$ cat config.mk
export PLATFORM = sky130hd
export DESIGN_NAME = census_line_feeder
export DESIGN_NICKNAME = d
export VERILOG_FILES = /design/src/rtl/census_line_feeder.sv
export SDC_FILE = /design/constraint.sdc
export NUM_CORES = 1
export LEC_CHECK = 0
export ABC_CLOCK_PERIOD_IN_PS = 3300
export CAP_MARGIN = 5
export CORE_MARGIN = 5
export CORE_UTILIZATION = 53
export DETAILED_ROUTE_END_ITERATION = 10
export HOLD_SLACK_MARGIN = 0.02
export PLACE_DENSITY_LB_ADDON = 0.08
export SYNTH_ARGS = -nofsm -noshare
export SYNTH_HDL_FRONTEND = slang
export SYNTH_SLANG_ARGS = --single-unit
$ cat constraint.sdc
create_clock -name clk -period 3.3 [get_ports clk]
set_input_delay 0.33 -clock clk [delete_from_list [all_inputs] [get_ports clk]]
set_output_delay 0.33 -clock clk [all_outputs]
set_load 0.05 [all_outputs]
$ cat src/rtl/census_line_feeder.sv
// Write-side sequencer for the 5-row Census line-buffer chain: raster position tracking,
// per-buffer write enables and 5x5 window flag. Optional line blanking: CENSUS_FEEDER_HBLANK_EN.
module census_line_feeder #(
    parameter int DWIDTH = 8,
    parameter int AWIDTH = 11,
    parameter int HBLANK = 2
) (
    input  logic              clk,
    input  logic              rst,
    input  logic [AWIDTH-1:0] width,
    input  logic [AWIDTH-1:0] height,
    input  logic              start,
    input  logic              pix_valid,
    input  logic [DWIDTH-1:0] pix_in,
    output logic              pix_ready,
    output logic              clken,
    output logic              en2,
    output logic              en3,
    output logic              en4,
    output logic              en5,
    output logic [DWIDTH-1:0] pix_out,
    output logic [AWIDTH-1:0] col,
    output logic [AWIDTH-1:0] row,
    output logic              win_valid,
    output logic              frame_done,
    output logic              cfg_err,
    output logic              busy
);
    localparam logic [0:0] IDLE = 1'b0;
    localparam logic [0:0] RUN  = 1'b1;
    localparam logic [AWIDTH-1:0] MIN_DIM = AWIDTH'(5);
    localparam logic [AWIDTH-1:0] WIN_MIN = AWIDTH'(4);
    localparam int BW = (HBLANK < 1) ? 1 : $clog2(HBLANK + 1);
`ifdef CENSUS_FEEDER_HBLANK_EN
    localparam int HBL_EFF = HBLANK;
`else
    // Disabled build keeps the counter but never loads it, so it reduces to constant zero.
    localparam int HBL_EFF = HBLANK * 0;
`endif

    logic [0:0]        state;
    logic [AWIDTH-1:0] w_q, h_q, col_cnt, row_cnt;
    logic [BW-1:0]     blank_cnt;
    logic              accept, line_end, last_pix, cfg_ok, blank;

    assign cfg_ok    = (width >= MIN_DIM) && (height >= MIN_DIM);
    assign blank     = (blank_cnt != '0);
    assign pix_ready = (state == RUN) && !blank;
    assign accept    = pix_valid && pix_ready;
    assign line_end  = (col_cnt == w_q - AWIDTH'(1));
    assign last_pix  = accept && line_end && (row_cnt == h_q - AWIDTH'(1));
    assign busy      = (state == RUN);

    // Enables qualify the live accept so the controller writes pix_in on this very edge.
    assign clken = accept;
    assign en2   = accept && (row_cnt >= AWIDTH'(1));
    assign en3   = accept && (row_cnt >= AWIDTH'(2));
    assign en4   = accept && (row_cnt >= AWIDTH'(3));
    assign en5   = accept && (row_cnt >= AWIDTH'(4));

    always_ff @(posedge clk or negedge rst) begin
        if (!rst) begin
            blank_cnt <= '0;
        end else if (accept && line_end && !last_pix) begin
            blank_cnt <= BW'(HBL_EFF);
        end else if (blank) begin
            blank_cnt <= blank_cnt - BW'(1);
        end
    end

    // NOTE: sequential state uses non-blocking assignments so every register samples pre-edge values.
    always_ff @(posedge clk or negedge rst) begin
        if (!rst) begin
            state      <= IDLE;
            w_q        <= '0;
            h_q        <= '0;
            col_cnt    <= '0;
            row_cnt    <= '0;
            pix_out    <= '0;
            col        <= '0;
            row        <= '0;
            win_valid  <= 1'b0;
            frame_done <= 1'b0;
            cfg_err    <= 1'b0;
        end else begin
            cfg_err    <= 1'b0;
            win_valid  <= 1'b0;
            frame_done <= last_pix;
            case (state)
                IDLE: begin
                    if (start) begin
                        if (cfg_ok) begin
                            state   <= RUN;
                            w_q     <= width;
                            h_q     <= height;
                            col_cnt <= '0;
                            row_cnt <= '0;
                        end else begin
                            cfg_err <= 1'b1;
                        end
                    end
                end
                RUN: begin
                    if (accept) begin
                        pix_out   <= pix_in;
                        col       <= col_cnt;
                        row       <= row_cnt;
                        win_valid <= (row_cnt >= WIN_MIN) && (col_cnt >= WIN_MIN);
                        if (line_end) begin
                            col_cnt <= '0;
                            row_cnt <= row_cnt + AWIDTH'(1);
                        end else begin
                            col_cnt <= col_cnt + AWIDTH'(1);
                        end
                        if (last_pix) state <= IDLE;
                    end
                end
                default: state <= IDLE;
            endcase
        end
    end
endmodule

==> impl_metrics.csv <==
group,metric,value,unit
yosys,synth_top_cell_by_area,"dfrtp_1",
yosys,synth_edf_count,0,
yosys,synth_common_cells,"nand2_1, dfrtp_1, nor2_1, o21ai_0, a21oi_1",
yosys,syn_inst,504,
pwr,ir_drop,0.2753,mV
cts,h-tree-depth,3,
yosys,yosys_warnings,0,
final_layout,multi_input_area,2122,sq um
final_layout,area.sequential,2002,sq um
cts,cts_tree,"yes",
final_layout,nFillCells,666,
timing,timing_worst_slew_pin_value,1197,ps
critical_path,worstPathArrival,3360,ps
floorplanning,initial_core_util,0.5502,
critical_path,cp_cell_sequence,"inv_1, ha_1, or3b_1, or4_4, xnor2_2, nor3_4, a41oi_4, or3_1, a21oi_1",
timing,finalSetupTns,0,ps
route,top_layer_used,"met4",
timing,period_needed,3098,ps
yosys,syn_avg_cell_area,8.523,sq um
route,first_pass_iters,4,
route,wl_met2,4.467,mm
route,postRouteAntennaNets,0,
flow_run,timing.max_cap.violations,0,
grt,grt_pass1_wl,17.53,mm
timing,fin_crit_sh,0.9388,
timing,finalHoldViolations,0,
timing,rsz0062_at_grt,"false",
floorplanning,core_area,7807,sq um
timing,setup-violations-final,0,
yosys,synth.area.top_cells,"dfrtp_1, nand2_1, xor2_1",
critical_path,path_buf_inv,1,
yosys,synth.distinct_cells,56,
cts,insertion_delay,350,ps
pwr,power_leakage,2.427,nW
floorplanning,die_h,100.0,um
min_path,hp-class,"primary input to asynchronous set/reset pin",
yosys,ys_ff_latch,80,
cts,path_clk_slew,90,ps
timing,fmax,322.8,MHz
grt,grt_pass1_vias,3679,
grt,antenna_found_initial,0,
grt,gr-total-overflow,0,
cts,ctsRootBufferMaster,"clkbuf_8",
yosys,synth.net_count,546,
yosys,synth_top_area_share,0.4661,
placed_design,portBuffers,73,
pwr,power_density,555.9,nW/um^2
route,drc,0,
critical_path,critPathMaxFanout,25,
timing,slew_violations,0,
floorplanning,pin_count,74,
route,vias_per_cell,5.488,
final_layout,syn_to_final_growth,23.16,%
timing,finalClockSkew,10.98,ps
critical_path,max_stage_delay,470,ps
critical_path,endpoint_kind,"register",
yosys,dominantRegCellSynth,"dfrtp_1",
grt,grt_max_degree,81,
route,routed-via-count,3710,
timing,relSlewSlack,0.2023,
critical_path,crit_path_top_delay_cell,"or3_1",
cts,cts_buffers,9,
yosys,ys_seq_area_frac,0.4661,
outcome,status,"finished, final reports clean",
final_layout,nNetsFinal,611,
route,wirelength,10.09,mm
route,drt-wirelength-per-cell,14.93,um
floorplanning,rows,32,
route,wl_met1,4.820,mm
yosys,synth_most_common_cell,"nand2_1",
cts,clockBufferDepth,2,
final_layout,drive_gt1_frac,0.06446,
critical_path,critPathKind,"register to register",
critical_path,critPathTopFamily,"simple AND/OR/NAND/NOR gates",
route,dr_wl_met3,754,um
critical_path,required,3560,ps
cts,ctsHoldBuffers,0,
floorplanning,dieArea,10010,sq um
route,dr.first_iter.drc_count,234,
critical_path,cp-start-kind,"register",
placed_design,gp_congestion,0.8477,
timing,layout_setup_ws,202.0,ps
grt,gr-usage-all-layers,0.2150,
placed_design,hpwlAfterDp,7.283,mm
yosys,async_flop_share,1.000,
yosys,synth_area,4295,sq um
placed_design,dp_slack,202.7,ps
floorplanning,die_w,100.0,um
final_layout,antenna_cells,0,
cts,cts_sinks,80,
worst reg2reg max path, cell delays in order (launching register included):
cell and delay, ps:
dfrtp_1 430, inv_1 100, ha_1 260, or3b_1 410, or4_4 440, xnor2_2 170, nor3_4 200, a41oi_4 370
or3_1 480, a21oi_1 150
state kept, by name, indices dropped and copies added (netlist names):
| register | flops |
|---|---|
| busy | 1 |
| col_cnt | 11 |
| pix_out | 8 |
| row_cnt | 11 |
| frame_done | 1 |
| blank_cnt | 2 |
| col | 11 |
| w_q | 11 |
| row | 11 |
| h_q | 11 |
| cfg_err | 1 |
| win_valid | 1 |
placed cells by master (no fill, tap or decap), types with 2 or more instances in the layout:
cell	instances
nand3_1	18
clkinvlp_4	2
nor3_1	14
o22ai_1	2
and4_1	2
o211ai_1	2
nor2_1	25
inv_1	17
nand3b_1	2
nand2_1	145
or4_1	8
or3_1	12
xnor2_1	15
dfrtp_1	80
buf_4	10
o21ai_0	24
and3_1	2
nor2b_1	2
mux2i_1	2
nor3b_1	4
clkdlybuf4s50_1	67
nand2b_1	3
o21ai_1	6
nand4_1	10
and2_1	3
clkbuf_8	10
nor4_1	10
a31oi_1	2
xor2_1	17
ha_1	8
a21oi_1	21
area by class of cell:
class	count	share of cell area
Multi-Input combinational cell	382	0.4011
Timing Repair Buffer	78	0.1447
Clock inverter	6	0.01277
Clock buffer	10	0.02602
Inverter	18	0.01277
Tap cell	102	0.02412
Sequential cell	80	0.3784
stage by stage:
step,power [mW],std cells,hold slack (ps),util,instance area [sq um]
5_1_grt,3.097,676,217.1,0.6776,5290
2_1_floorplan,1.882,504,34.41,-,4295
4_1_cts,2.944,676,170.9,0.6768,5284
3_3_place_gp,2.170,660,456.4,0.6505,5079
6_report,2.941,676,128.9,0.6776,5290
3_5_place_dp,2.197,660,462.2,0.6505,5079
path summary, 6_finish.rpt:
kind	cells after the start	from	slack [ps]	end
worst min-delay path	1	rst	130	col[6]$_DFFE_PN0P_
worst max-delay path	9	w_q[0]$_DFFE_PN0P_	200	row_cnt[8]$_DFFE_PN0P_
min in group clk	2	col[7]$_DFFE_PN0P_	480	col[7]$_DFFE_PN0P_
worst min register to register	2	col[7]$_DFFE_PN0P_	480	col[7]$_DFFE_PN0P_
max in group asynchronous	1	rst	2530	row_cnt[10]$_DFFE_PN0P_
worst max register to register	9	w_q[0]$_DFFE_PN0P_	200	row_cnt[8]$_DFFE_PN0P_
report_power, final:
part	internal [mW]	switching, mW
Combinational	0.344	0.574
Sequential	1.10	0.171
Clock	0.373	0.377
Total	1.82	1.12
kinds of logic after synthesis:
| kind of cell | synth area share |
|---|---|
| DFF | 0.4661 |
| buffers and inverters | 0.04136 |
| xor gates and xnor gates | 0.06904 |
| adders and majority gates | 0.02330 |
| and+or+nand+nor | 0.2919 |
| muxes | 0.004661 |
| AOI/OAI and AO/OA | 0.1037 |
metal layers:
layer  track usage  vias up
met3       0.03822        4
li1              -     1845
met2        0.3350      132
met1        0.3110     1729
met5             0        -
met4       0.05803        0
what timing repair did:
item                                    4_1_cts  5_1_grt
setup buffers                                 0        0
gates resized for setup                       0        1
hold endpoints to repair                      0        0
endpoints found under the setup margin        0        3
Note: power is estimated with default switching activity, not from simulation.
